`config.mk`:
```
export PLATFORM = sky130hd
export DESIGN_NAME = me_mem_loader
export DESIGN_NICKNAME = d
export VERILOG_FILES = /design/src/rtl/me_pkg.sv /design/src/rtl/me_mem_loader.sv
export SDC_FILE = /design/constraint.sdc
export NUM_CORES = 1
export LEC_CHECK = 0
export CORE_MARGIN = 2
export CORE_UTILIZATION = 45
export CTS_BUF_LIST = sky130_fd_sc_hd__clkbuf_8
export DETAILED_ROUTE_END_ITERATION = 7
export PLACE_DENSITY = 0.76
export SLEW_MARGIN = 30
export SYNTH_ARGS = -nofsm -noshare
export SYNTH_HDL_FRONTEND = slang
export SYNTH_SLANG_ARGS = --single-unit
```
`constraint.sdc`:
```
create_clock -name in_clk -period 4.15 [get_ports in_clk]
set_clock_uncertainty 0.2 [all_clocks]
set_input_delay 0.83 -clock in_clk [delete_from_list [all_inputs] [get_ports in_clk]]
set_output_delay 0.83 -clock in_clk [all_outputs]
set_load 0.02 [all_outputs]
```
`src/rtl/me_pkg.sv`:
```
// Shared constants and types for the motion-estimation memory loader.
package me_pkg;

  localparam int unsigned DATA_WIDTH      = 8;
  localparam int unsigned RB_ROW_LEN      = 16;
  localparam int unsigned SW_ROW_LEN      = 31;
  localparam int unsigned RB_MEMORY_DEPTH = RB_ROW_LEN * RB_ROW_LEN;
  localparam int unsigned SW_MEMORY_DEPTH = SW_ROW_LEN * SW_ROW_LEN;
  localparam int unsigned RB_ADDR_WIDTH   = $clog2(RB_MEMORY_DEPTH);
  localparam int unsigned SW_ADDR_WIDTH   = $clog2(SW_MEMORY_DEPTH);
  localparam int unsigned CU_RUN_CYCLES   = 4096;
  localparam int unsigned RUN_CNT_WIDTH   = $clog2(CU_RUN_CYCLES + 1);

  typedef enum logic [1:0] {
    IDLE    = 2'd0,
    LOAD_RB = 2'd1,
    LOAD_SW = 2'd2,
    RUN     = 2'd3
  } loader_state_e;

endpackage

```
`src/rtl/me_mem_loader.sv`:
```
// Streams one reference block and one search window into their memories,
// then restarts and enables the motion-estimation control unit.
module me_mem_loader
  import me_pkg::*;
(
  input  logic                     in_clk,
  input  logic                     in_rst,
  input  logic                     in_start,
  input  logic                     in_abort,
  input  logic [DATA_WIDTH-1:0]    in_pix_data,
  input  logic                     in_pix_valid,
  output logic                     out_pix_ready,
  output logic                     out_rb_write_ena,
  output logic [RB_ADDR_WIDTH-1:0] out_rb_write_addr,
  output logic [DATA_WIDTH-1:0]    out_rb_write_data,
  output logic                     out_sw_write_ena,
  output logic [SW_ADDR_WIDTH-1:0] out_sw_write_addr,
  output logic [DATA_WIDTH-1:0]    out_sw_write_data,
  output logic                     out_busy,
  output logic                     out_load_done,
  output logic                     out_cu_rst,
  output logic                     out_cu_ena
);

  loader_state_e state, state_next;

  logic [RB_ADDR_WIDTH-1:0] rb_cnt;
  logic [SW_ADDR_WIDTH-1:0] sw_cnt;
  logic [RUN_CNT_WIDTH-1:0] run_cnt;

  logic xfer, rb_last, sw_last, run_last, rb_entry;

  // Ready is combinational so an aborting cycle can never accept a beat.
  always_comb begin
    out_pix_ready = ((state == LOAD_RB) || (state == LOAD_SW)) && !in_abort;
    xfer          = in_pix_valid && out_pix_ready;
    rb_last       = (rb_cnt == RB_ADDR_WIDTH'(RB_MEMORY_DEPTH - 1));
    sw_last       = (sw_cnt == SW_ADDR_WIDTH'(SW_MEMORY_DEPTH - 1));
    run_last      = out_cu_ena && (run_cnt == RUN_CNT_WIDTH'(CU_RUN_CYCLES - 1));
    rb_entry      = (state == IDLE) && (state_next == LOAD_RB);
  end

  always_comb begin
    state_next = state;
    if (in_abort) begin
      state_next = IDLE;
    end else begin
      unique case (state)
        IDLE:    if (in_start)         state_next = LOAD_RB;
        LOAD_RB: if (xfer && rb_last)  state_next = LOAD_SW;
        LOAD_SW: if (xfer && sw_last)  state_next = RUN;
        RUN:     if (run_last)         state_next = IDLE;
        default:                       state_next = IDLE;
      endcase
    end
  end

  always_ff @(posedge in_clk) begin
    if (in_rst) state <= IDLE;
    else        state <= state_next;
  end

  // Address counters, write ports, handshake pulses and run window.
  always_ff @(posedge in_clk) begin
    if (in_rst) begin
      rb_cnt            <= '0;
      sw_cnt            <= '0;
      run_cnt           <= '0;
      out_rb_write_ena  <= 1'b0;
      out_rb_write_addr <= '0;
      out_rb_write_data <= '0;
      out_sw_write_ena  <= 1'b0;
      out_sw_write_addr <= '0;
      out_sw_write_data <= '0;
      out_busy          <= 1'b0;
      out_load_done     <= 1'b0;
      out_cu_rst        <= 1'b0;
      out_cu_ena        <= 1'b0;
    end else begin
      out_rb_write_ena <= (state == LOAD_RB) && xfer;
      out_sw_write_ena <= (state == LOAD_SW) && xfer;
      out_load_done    <= (state == LOAD_SW) && xfer && sw_last;
      out_cu_rst       <= (state == LOAD_SW) && xfer && sw_last;
      out_cu_ena       <= (state == RUN) && !in_abort && !run_last;
      out_busy         <= (state_next != IDLE);

      if (rb_entry) begin
        rb_cnt <= '0;
        sw_cnt <= '0;
      end else begin
        if ((state == LOAD_RB) && xfer && !rb_last) rb_cnt <= rb_cnt + RB_ADDR_WIDTH'(1);
        if ((state == LOAD_SW) && xfer && !sw_last) sw_cnt <= sw_cnt + SW_ADDR_WIDTH'(1);
      end

      if ((state == LOAD_RB) && xfer) begin
        out_rb_write_addr <= rb_cnt;
        out_rb_write_data <= in_pix_data;
      end
      if ((state == LOAD_SW) && xfer) begin
        out_sw_write_addr <= sw_cnt;
        out_sw_write_data <= in_pix_data;
      end

      if (state != RUN)    run_cnt <= '0;
      else if (out_cu_ena) run_cnt <= run_cnt + RUN_CNT_WIDTH'(1);
    end
  end

endmodule
```
* Word level (Yosys, flattened, before mapping)
Cells that the tools add are included.
** Operators by class
- Add/subtract/negate cells :: 3
- Equal/unequal tests :: 8
- Muxes and demuxes :: 6
- Reduce and logical (&&, ||, !) cells :: 22
** Operator list (number)
- adder 13 x 1 -> 13 bit, second input constant :: 1
- equality test 13 x 12 -> 1 bit, second input constant :: 1
- logical AND 1 bit :: 13
- adder 10 x 1 -> 10 bit, second input constant :: 1
- equality test 10 bit, second input constant :: 1
- two-way mux 2 bit :: 5
- adder 8 x 1 -> 8 bit, second input constant :: 1
- equality test 8 bit, second input constant :: 1
- case mux 2 bit (4 select lines) :: 1
- equality test 2 x 1 -> 1 bit, second input constant :: 2
- equality test 2 bit, second input constant :: 2
- logical NOT 1 bit :: 4
- OR reduction 2 bit :: 2
- logical NOT 2 bit :: 1
- != test 2 bit, second input constant :: 1
- nonzero test 2 bit :: 1
- logical OR 1 bit :: 1
** Storage, ports and cells
- Register bits after elaboration :: 72
- Input bits :: 13
- Output and inout bits :: 41

* Logic depth before layout (Yosys ltp)
- Depth after elaboration :: 11
- Depth in mapped cells :: 7
- Mapped depth without buffers :: 6

* Least setup slack after synthesis
Ideal clock, no wire load.
- Path type :: input port to output port
- From :: in in_abort
- To :: out out_pix_ready
- Arrival :: 1.165 ns
- Path slack :: 1.955 ns
- Stages on the path :: 1
- Path buffers :: 0
- Cell sequence :: nor2b_1
** On the way
- Cells in the longest elaborated chain, start to end :: 2
** Ends and longest elaborated chain
- start, declared :: RTL line me_mem_loader.sv:9 : input logic in_abort,
- logical NOT 1 bit :: RTL line me_mem_loader.sv:35 : out_pix_ready = ((state == LOAD_RB) || (state == LOAD_SW)) && !in_abort;
- logical AND 1 bit :: RTL line me_mem_loader.sv:35
- end, declared :: RTL line me_mem_loader.sv:12 : output logic out_pix_ready,
Every way passes these cells.

* Final worst setup path
Ends and elaborated chain as after synthesis.

==> results.cfg <==
[status]
status = finished clean

[clock_tree]
cts_made_buffers = 9
post_cts_resized = 0
clk_latency_ns = 0.35
htreeDepth = 3
clockBufferDepth = 2
cts_tree = built
cts.sink_count = 72
path_clk_slew_ns = 0.07
cts_setup_buffers = 0
ctsHoldBuffers = 0
root_buffer = clkbuf_8

[drt]
drtIter0Drc = 142
ant_nets = 0
detail_route.wirelength_um = 6720
avgViaCountPerCell = 5.24
dr.pass1.iters = 4
routedWlPerCell_um = 13.9
vias = 2538
drc = 0

[sta]
finalCriticalPeriod_ns = 3.21
slew_headroom_pct = 47.3
period_share_pct = 77.2
slew_viol_final = 0
setup_tns_ns = 0
worst_pin_slew_ns = 0.789
hold_viol = 0
setup_viol = 0
timing.fmax_mhz = 312
rsz0062_at_grt = false
hold_ws_ns = 0.255
worst_slack_ns = 0.945

[setup_path]
critPathMaxFanout = 9
critPathKind = input pin to output pin
cp.required_ns = 3.12
crit_path_start_kind = input pin
crit_arrival_ns = 2.18
endpoint_kind = output pin

[die]
start_util_pct = 47.1
dieArea_mm2 = 0.00744
core_area_mm2 = 0.00646
die_h_um = 86.3
fp-row-count = 29
io_pins = 54
dieWidth_um = 86.3

[yosys]
synth.distinct_cells = 45
synthesis.area_mm2 = 0.00304
yosysWarnings = 0
synth.yosys.seq_area_share_pct = 47.3
syn_inst = 352
synth-edff-count = 0
synth.avg_cell_area_um2 = 8.65
synth_ff_type = dfxtp_1
ys_seq_elements = 72
synth_async_sr_flop_share_pct = 0
synthesis.nets = 373

[global_route]
grt_pass1_vias = 2484
grt_antenna_before_repair = 0
grt_pass1_wl_um = 11600
grt_use_total_pct = 19.4
globalRoute.totalOverflow = 0
grt_max_degree = 41

[pwr]
clock_power_share_pct = 40.5
pwr-share-comb_pct = 4.3
p_sw_share_pct = 23.5
powerDensity_mw_per_mm2 = 333
net-switching-power_uw = 295
seqPwrFrac_pct = 55.2
power_leakage_nw = 1.27
ir_worst_vdd_mv = 0.204
internal-power_uw = 964

[placed_design]
port_buffers = 53
dp_hpwl_um = 4650
postPlaceCellArea_mm2 = 0.00360
gp_congestion = 0.838
dp_slack_ns = 0.945

[finish]
fin_area_mm2 = 0.00378
area_growth_syn_to_layout_pct = 24.2
diodes = 0
nNetsFinal = 424
drive_above_1_share_pct = 7.13

[worst_hold_path]
hold_class = flip-flop to flip-flop

[job]
drv_cap = 0
synthesized netlist by cell type, drive strengths merged (3+ instances only):
master  number  area (µm²)
nor3         7        35.0
nor4         5        37.5
xnor2       10        87.6
o211ai       3        22.5
ha           8         100
nor2        35         131
a211oi       3        22.5
nand3        8        40.0
xor2        13         114
o21ai        3        15.0
buf         11        68.8
and3         6        38.8
mux2i        4        40.0
and4         4        35.0
inv          6        22.5
o31ai        4        30.0
dfxtp       72        1440
a21oi       37         185
nand2       78         293
clkbuf       7        37.5
nand4        7        50.1
layout by cell type, fill, tap and decap left out, drive strengths merged, types with 6 or more instances in the layout:
cell,Yosys,layout
nand2,78,78
nor2,35,35
ha,8,8
clkbuf,7,11
clkdlybuf4s50,0,53
inv,6,7
and3,6,6
xnor2,10,10
xor2,13,13
a21oi,37,37
dfxtp,72,72
nor3,7,7
nand4,7,7
nand3,8,8
power groups by stage:
stage               registers (mW)  logic (mW)  clock network (mW)
floorplan                    0.713      0.0300                   0
global placement             0.711      0.0533                   0
global route                 0.695      0.0593               0.551
CTS                          0.695      0.0544               0.519
detailed placement           0.711      0.0542                   0
finish                       0.695      0.0543               0.510
cells by family (layout without fill, tap and decap cells):
kind of cell               count (synthesis)  count (layout)  share of synthesized area, %
DFF                                       72              72                          47.3
buffers and inverters                     24              79                          4.23
AOI/OAI and AO/OA                         56              56                          11.3
xor gates and xnor gates                  23              23                          6.62
muxes                                      4               4                          1.32
and+or+nand+nor                          165             165                          25.9
adders and majority gates                  8               8                          3.29
registers in the layout (all words and copies together), names as in the netlist:
name and cells:
out_sw_write_addr 10, rb_cnt 8, out_busy 1, sw_cnt 10
out_rb_write_data 8, out_sw_write_data 8, out_cu_rst 1, out_rb_write_addr 8
state 2, run_cnt 13, out_rb_write_ena 1, out_sw_write_ena 1
out_cu_ena 1
stage by stage:
| step | utilization (%) | total power, mW | cells |
|---|---|---|---|
| finish | 58.6 | 1.26 | 484 |
| global route | 58.6 | 1.31 | 484 |
| CTS | 58.6 | 1.27 | 484 |
| detailed placement | 55.8 | 0.765 | 469 |
| global placement | 55.8 | 0.764 | 469 |
| floorplan | - | 0.743 | 352 |
path summary, 6_finish.rpt:
kind	start	to	slack, ns	cells after the start
worst max-delay path	in_abort	out_pix_ready	0.94	3
worst min-delay path	out_sw_write_data[5]$_SDFFE_PP0P_	out_sw_write_data[5]$_SDFFE_PP0P_	0.25	2
worst max register to register	state[0]$_SDFF_PP0_	rb_cnt[5]$_SDFFE_PP0P_	1.68	7
worst min register to register	out_sw_write_data[5]$_SDFFE_PP0P_	out_sw_write_data[5]$_SDFFE_PP0P_	0.25	2
layer usage:
layer	vias up	track usage (%)	wire (µm)
li1	1294	-	-
met1	1177	24.4	3030
met2	59	32.2	3280
met3	8	6.57	335
met4	0	4.97	69
met5	-	0	0
critical path, cell delays in order:
cell	delay (ns)
clkdlybuf4s50_1	0.53
nor2b_1	0.19
clkdlybuf4s50_1	0.62
area by class of cell:
type	instances	area, µm²
Fill cell	588	2680
Multi-Input combinational cell	256	1470
Sequential cell	72	1440
Timing Repair Buffer	58	568
Clock buffer	11	151
Tap cell	77	96.3
Clock inverter	4	28.8
Inverter	6	22.5
Note: power is estimated with default switching activity, not from simulation.
